### src/rtl/ram_port_arbiter_if.sv
// Requester-side handshake bundle for ram_port_arbiter.
// master = write/read requesters, slave = arbiter.
interface ram_port_arbiter_if #(
  parameter int AW = 5,
  parameter int DW = 8
);
  logic          wr_req;
  logic [AW-1:0] wr_addr;
  logic [DW-1:0] wr_data;
  logic          wr_ack;
  logic          rd_req;
  logic [AW-1:0] rd_addr;
  logic          rd_valid;
  logic [DW-1:0] rd_data;
  logic [AW-1:0] rd_addr_q;

  modport master (
    output wr_req, wr_addr, wr_data,
    output rd_req, rd_addr,
    input  wr_ack, rd_valid,
    input  rd_data, rd_addr_q
  );

  modport slave (
    input  wr_req, wr_addr, wr_data,
    input  rd_req, rd_addr,
    output wr_ack, rd_valid,
    output rd_data, rd_addr_q
  );
endinterface

### src/rtl/ram_port_arbiter.sv
// Shares one single-port RAM between a write and a read port.
// `RAM_ARB_ROUND_ROBIN_EN selects round-robin over write priority.
module ram_port_arbiter #(
  parameter int AW     = 5,
  parameter int DW     = 8,
  parameter int RD_LAT = 1
) (
  input  logic              CLOCK_50,
  input  logic              rst_n,
  ram_port_arbiter_if.slave bus,
  output logic [AW-1:0]     ram_address,
  output logic [DW-1:0]     ram_data,
  output logic              ram_wren,
  input  logic [DW-1:0]     ram_q,
  output logic              busy
);
  typedef enum logic [1:0] {
    IDLE,
    WR,
    RD,
    RWAIT
  } state_t;

  localparam logic [1:0] LAT_LOAD = 2'(RD_LAT - 1);

  state_t     state;
  state_t     state_nx;
  logic [1:0] lat_cnt;
  logic       rd_live;
  logic       pick_wr;
  logic       grant_wr;
  logic       grant_rd;
  logic       lat_done;

  // the finished read is still held during its valid cycle
  assign rd_live  = bus.rd_req & ~bus.rd_valid;
  assign lat_done = (lat_cnt == 2'd0);

`ifdef RAM_ARB_ROUND_ROBIN_EN
  logic last_rd;

  assign pick_wr = bus.wr_req & (~rd_live | last_rd);

  // remember which port was served last
  always_ff @(posedge CLOCK_50) begin
    if (!rst_n) begin
      last_rd <= 1'b1;
    end else if (grant_wr) begin
      last_rd <= 1'b0;
    end else if (grant_rd) begin
      last_rd <= 1'b1;
    end
  end
`else
  assign pick_wr = bus.wr_req;
`endif

  // next state and grant decode
  always_comb begin
    state_nx = state;
    grant_wr = 1'b0;
    grant_rd = 1'b0;
    unique case (state)
      IDLE: begin
        if (pick_wr) begin
          grant_wr = 1'b1;
          state_nx = WR;
        end else if (rd_live) begin
          grant_rd = 1'b1;
          state_nx = RD;
        end
      end
      WR:      state_nx = IDLE;
      RD:      state_nx = RWAIT;
      RWAIT:   if (lat_done) state_nx = IDLE;
      default: state_nx = IDLE;
    endcase
  end

  // state register
  always_ff @(posedge CLOCK_50) begin
    if (!rst_n) begin
      state <= IDLE;
    end else begin
      state <= state_nx;
    end
  end

  // read latency countdown
  always_ff @(posedge CLOCK_50) begin
    if (!rst_n) begin
      lat_cnt <= 2'd0;
    end else if (state == RD) begin
      lat_cnt <= LAT_LOAD;
    end else if (state == RWAIT && !lat_done) begin
      lat_cnt <= lat_cnt - 2'd1;
    end
  end

  // RAM address/data registers, loaded on grant
  always_ff @(posedge CLOCK_50) begin
    if (!rst_n) begin
      ram_address <= '0;
      ram_data    <= '0;
    end else if (grant_wr) begin
      ram_address <= bus.wr_addr;
      ram_data    <= bus.wr_data;
    end else if (grant_rd) begin
      ram_address <= bus.rd_addr;
    end
  end

  // capture read data once the RAM latency has elapsed
  always_ff @(posedge CLOCK_50) begin
    if (!rst_n) begin
      bus.rd_valid  <= 1'b0;
      bus.rd_data   <= '0;
      bus.rd_addr_q <= '0;
    end else begin
      bus.rd_valid <= 1'b0;
      if (state == RWAIT && lat_done) begin
        bus.rd_valid  <= 1'b1;
        bus.rd_data   <= ram_q;
        bus.rd_addr_q <= ram_address;
      end
    end
  end

  assign ram_wren   = (state == WR);
  assign bus.wr_ack = (state == WR);
  assign busy       = (state != IDLE);

endmodule
### src/flat_wrapper.sv
// flat-port wrapper written by rule: the top's interface ports become plain ports
module ram_port_arbiter_flat 
#(
  parameter int AW     = 5,
  parameter int DW     = 8,
  parameter int RD_LAT = 1
)
  (CLOCK_50, rst_n, ram_address, ram_data, ram_wren, ram_q, busy, bus_wr_req, bus_wr_addr, bus_wr_data, bus_rd_req, bus_rd_addr, bus_wr_ack, bus_rd_valid, bus_rd_data, bus_rd_addr_q);
  ram_port_arbiter_if #(.AW(AW), .DW(DW)) bus_i ();
  input  logic CLOCK_50;
  input  logic rst_n;
  output logic [AW-1:0] ram_address;
  output logic [DW-1:0] ram_data;
  output logic ram_wren;
  input  logic [DW-1:0] ram_q;
  output logic busy;
  input wire logic [$bits(bus_i.wr_req)-1:0] bus_wr_req;
  input wire logic [$bits(bus_i.wr_addr)-1:0] bus_wr_addr;
  input wire logic [$bits(bus_i.wr_data)-1:0] bus_wr_data;
  input wire logic [$bits(bus_i.rd_req)-1:0] bus_rd_req;
  input wire logic [$bits(bus_i.rd_addr)-1:0] bus_rd_addr;
  output wire logic [$bits(bus_i.wr_ack)-1:0] bus_wr_ack;
  output wire logic [$bits(bus_i.rd_valid)-1:0] bus_rd_valid;
  output wire logic [$bits(bus_i.rd_data)-1:0] bus_rd_data;
  output wire logic [$bits(bus_i.rd_addr_q)-1:0] bus_rd_addr_q;
  assign bus_i.wr_req = bus_wr_req;
  assign bus_i.wr_addr = bus_wr_addr;
  assign bus_i.wr_data = bus_wr_data;
  assign bus_i.rd_req = bus_rd_req;
  assign bus_i.rd_addr = bus_rd_addr;
  assign bus_wr_ack = bus_i.wr_ack;
  assign bus_rd_valid = bus_i.rd_valid;
  assign bus_rd_data = bus_i.rd_data;
  assign bus_rd_addr_q = bus_i.rd_addr_q;
  ram_port_arbiter #(.AW(AW), .DW(DW), .RD_LAT(RD_LAT)) u_core (.CLOCK_50(CLOCK_50), .rst_n(rst_n), .bus(bus_i), .ram_address(ram_address), .ram_data(ram_data), .ram_wren(ram_wren), .ram_q(ram_q), .busy(busy));
endmodule
### config.mk
export PLATFORM = sky130hd
export DESIGN_NAME = ram_port_arbiter_flat
export DESIGN_NICKNAME = d
export VERILOG_FILES = /design/src/rtl/ram_port_arbiter_if.sv /design/src/rtl/ram_port_arbiter.sv /design/src/flat_wrapper.sv
export SDC_FILE = /design/constraint.sdc
export NUM_CORES = 1
export LEC_CHECK = 0
export BUFFER_PORTS_ARGS = -buffer_cell sky130_fd_sc_hd__buf_2
export CAP_MARGIN = 25
export CORE_AREA = 2 2 47 82
export DETAILED_ROUTE_END_ITERATION = 6
export DIE_AREA = 0 0 49 84
export PLACE_DENSITY = 0.71
export RECOVER_POWER = 100
export SLEW_MARGIN = 20
export SYNTH_ARGS = -nofsm -noshare
export SYNTH_HDL_FRONTEND = slang
export SYNTH_SLANG_ARGS = --single-unit
### constraint.sdc
create_clock -name CLOCK_50 -period 1.4 [get_ports CLOCK_50]
set_clock_uncertainty 0.1 [all_clocks]
set_input_delay 0.28 -clock CLOCK_50 [delete_from_list [all_inputs] [get_ports CLOCK_50]]
set_output_delay 0.28 -clock CLOCK_50 [all_outputs]
set_load 0.05 [all_outputs]
## Word level (Yosys, flattened, before mapping)

Cells that the tools add are included.

- Multiplexer cells: 12
- Reductions and logical operators: 9
- Add/sub/neg operators: 1
- Bitwise logic cells: 3
- Eq/ne operators: 5

Operator list:

| cell | count |
|---|---|
| 5-bit 2-to-1 mux | 2 |
| 2-bit one-hot mux with 4 select lines | 1 |
| 1-bit 2-to-1 mux | 6 |
| 2-bit 2-to-1 mux | 3 |
| 2-bit == test, second input constant | 2 |
| 2-bit zero test | 2 |
| 2-bit nonzero test | 2 |
| 3-bit by 2-bit inequality test with 1-bit output, second input constant | 1 |
| 2-bit by 1-bit == test with 1-bit output, second input constant | 1 |
| 1-bit logical AND | 2 |
| 2-bit by 1-bit inequality test with 1-bit output, second input constant | 1 |
| 1-bit NOT | 2 |
| 2-bit AND reduction | 1 |
| 2-bit OR reduction | 1 |
| 2-bit by 1-bit subtractor with 2-bit output, second input constant | 1 |
| 1-bit bitwise AND | 1 |
| 1-bit zero test | 1 |

- Logic and storage cells: 37
- Register bits: 31
- Bits of input ports: 30
- Output and inout port bits: 30

## Depth between registers and ports, before layout

- Depth in word-level cells: 7
- Depth in mapped cells: 7
- Depth with buffers taken out: 5

## Least setup slack after synthesis

Ideal clock, no wire load.

- Kind: register to output
- From: reg u_core.state[0]
- To: out ram_wren
- Path buffers: 1
- Setup slack: -0.494 ns
- Arrival: 1.514 ns
- Cell stages (with the launch flop): 3
- Data required time: 1.020 ns
- Cells stage by stage: dfxtp_1 -> nor2b_1 -> buf_4

- Cells in the longest elaborated chain, start to end: 1

Ends and longest elaborated chain:

| item | line | text |
|---|---|---|
| start: declaration | ram_port_arbiter.sv:26 | `state_t state;` |
| start signal: assignment | ram_port_arbiter.sv:85 | `state <= state_nx;` |
| 2-bit by 1-bit == test with 1-bit output | - |  |
| end: declaration | flat_wrapper.sv:14 | `output logic ram_wren;` |

No other way between the ends.

## Worst setup path in the final report

- From: reg u_core.state[1]
- To: out busy

- Cells in the longest elaborated chain, start to end: 1

Ends and longest elaborated chain:

| item | line | text |
|---|---|---|
| 2-bit nonzero test | ram_port_arbiter.sv:131 | `assign busy = (state != IDLE);` |
| end: declaration | flat_wrapper.sv:16 | `output logic busy;` |

No other way between the ends.

==> flow_summary.ini <==
[pwr]
p_seq_share_pct = 45.6
combPwrFrac_pct = 20.8
intPower_mw = 1.47
ir_worst_vdd_v = 0.000630
powerDensity_mw_per_mm2 = 1110
switchingPower_uw = 602
power_mw = 2.08
power.share.clock_pct = 33.6
power_leakage_nw = 0.864
p_sw_share_pct = 29.0

[worst_setup_path]
critical_path_class = register to output pin
crit_path_end = busy
ff2ff_path_depth = 6
cp_max_fo = 4
crit_arrival_ps = 1040
cp-end-kind = output pin
r2r_slack_ps = 50
r2r-end = u_core.lat_cnt[0]
rr_startpoint = u_core.lat_cnt[0]
cp.required_ps = 1020
crit_start = u_core.state[1]
worstSetupStartpointType = register

[floorplan]
io_pins = 60
fp.dieH_um = 84
die_area_mm2 = 0.00412
die_w_um = 49
rows = 29
core_area_mm2 = 0.00352
initial_utilization_pct = 38.5

[route]
routed_via_density = 4.55
vias = 1179
ant_nets = 0
routed_wl_um = 3040
drtPass1Iterations = 4
wl_per_cell_um = 11.7
drt-initial-drc-count = 18
drcViolationCount = 0

[placed_design]
port_buffers = 59
place_ws_ps = -5.92
place_congestion = 0.806
hpwl_um = 2260
dpl.cell_count = 249

[clocking]
clock-sinks = 31
path_clk_slew_ps = 60
cts.path.max_buffers = 2
cts-buffers-inserted = 5
root_buffer = clkbuf_8
cts_hold_buf = 0
cts_tree = done
htreeDepth = 2
insertion_delay_ps = 280

[timing]
fmax_ghz = 0.705
rsz0062_at_grt = yes
hold_violations = 0
worst_pin_slew_ps = 402
finalMaxSlewViolations = 0
finalSetupViolations = 3
final.setup.worst_slack_ps = -18.9
hold_ws_ps = 133
relSlewSlack_pct = 73.2
layout_min_cycle_time_ps = 1420
fin_crit_sh_pct = 101

[yosys]
synth_area_per_cell_um2 = 9.47
synth_cell_types = 28
synth-main-ff-cell = dfxtp_1
synthMuxAreaShare_pct = 13.8
netlist_area_mm2 = 0.00135
synth_top_family_by_area = simple AND/OR/NAND/NOR gates
yosys_warnings = 0
async_flop_share_pct = 0
seq_area_frac_synth_pct = 45.8
synth_xor_area_share_pct = 0
synth_seq_cells = 31
synth_adder_area_share_pct = 0.924
synth_compound_area_share_pct = 12.0
synth_nets = 174
netlist_instances = 143
synth-simple-area-share_pct = 20.9
synth_edf_count = 0

[run]
drv_cap = 0

[final_layout]
n_antenna_cell = 0
final_cell_mix = nand2_1, buf_2, clkbuf_2, dfxtp_1, mux2i_1
layout.cells.non_filler = 259
mostFrequentLayoutCell = nand2_1
drive_above_1_share_pct = 45.1
syn2layout_area_growth_pct = 38.5
final_nets = 244

[grt]
antenna_found_initial = 0
grt_overflow_total = 0
grt_pass1_vias = 1206
grt.total_usage_pct = 16.0
grt_pass1_wl_um = 5100
grt_max_degree = 16

[status]
violations = setup timing
status = finished with violations

[hold_path]
hp-class = primary input to register
[power by group through the flow]
| stage | combinational [mW] | sequential [mW] | clock [mW] |
|---|---|---|---|
| finish | 0.432 | 0.948 | 0.697 |
| global route | 0.461 | 0.952 | 0.758 |
| CTS | 0.440 | 0.946 | 0.722 |
| detailed placement | 0.411 | 0.969 | 0 |
| global placement | 0.408 | 0.968 | 0 |
| floorplan | 0.186 | 1.09 | 0 |
[metal layers]
layer,up-vias,track usage [%],routed length [um]
li1,605,-,-
met1,534,15.9,1140
met2,34,29.6,1670
met3,6,3.94,161
met4,0,8.57,66
met5,-,0,0
[kinds of logic (layout without fill, tap and decap cells)]
kind of cell	count (synthesis)	in the layout
and+or+nand+nor	59	59
DFF	31	31
AOI/OAI and AO/OA	21	21
muxes	18	18
buffers and inverters	13	83
adders and majority gates	1	1
[stage by stage]
stage / TNS [ps] / cell area (um2) / util, %
final: -47.8 / 1880 / 53.3
after global routing: -271 / 1880 / 53.3
after CTS: -95.5 / 1870 / 53.1
after detailed placement: -5.92 / 1720 / 49.0
after global placement: 0 / 1720 / 49.0
after floorplan: 0 / 1370 / -
[cell usage after synthesis (2+ instances only)]
cell / count / share of area [%]
mux2i_1: 13 / 9.6
inv_1: 2 / 0.55
buf_6: 4 / 3.3
o21ai_0: 2 / 0.74
and2_1: 2 / 0.92
a21boi_0: 5 / 2.8
a21boi_1: 9 / 5.0
nand2_1: 38 / 11
clkbuf_1: 3 / 0.83
dfxtp_1: 31 / 46
buf_4: 2 / 1.1
nor2b_1: 10 / 4.6
nand3b_1: 2 / 1.1
mux2_2: 5 / 4.2
buf_2: 2 / 0.74
[final cells by class]
type,instances,area [um2]
repair buffers,74,435
well taps,46,57.6
inverters,2,7.51
multi-input cells,99,658
clock buffers,6,82.6
clock inverters,1,5.00
fillers,346,1640
flip-flops and latches,31,629
[critical path, cell delays in order (launching register included)]
cell	delay, ps
dfxtp_4	360
or2_4	250
buf_8	150
[worst min path at each step]
stage / cells after the start / end / from
after floorplan: 2 / u_core.bus.rd_data[3] / ram_q[3]
after global placement: 2 / u_core.bus.rd_addr_q[2] / u_core.bus.rd_addr_q[2]
after detailed placement: 2 / u_core.bus.rd_data[7] / u_core.bus.rd_data[7]
after CTS: 3 / u_core.bus.rd_data[3] / ram_q[3]
after global routing: 3 / u_core.bus.rd_data[7] / ram_q[7]
final: 3 / u_core.bus.rd_data[3] / ram_q[3]
[registers in the layout, indices dropped and copies added, names as in the netlist]
register,flops
u_core.lat_cnt,2
u_core.state,2
u_core.ram_address,5
u_core.bus.rd_addr_q,5
u_core.bus.rd_valid,1
u_core.ram_data,8
u_core.bus.rd_data,8
[what timing repair did]
action / in CTS / in global routing
gates resized for setup: 13 / 6
setup endpoints to repair: 6 / 20
setup buffers: 3 / 0
pin swaps: 1 / 0
Note: power is estimated with default switching activity, not from simulation.
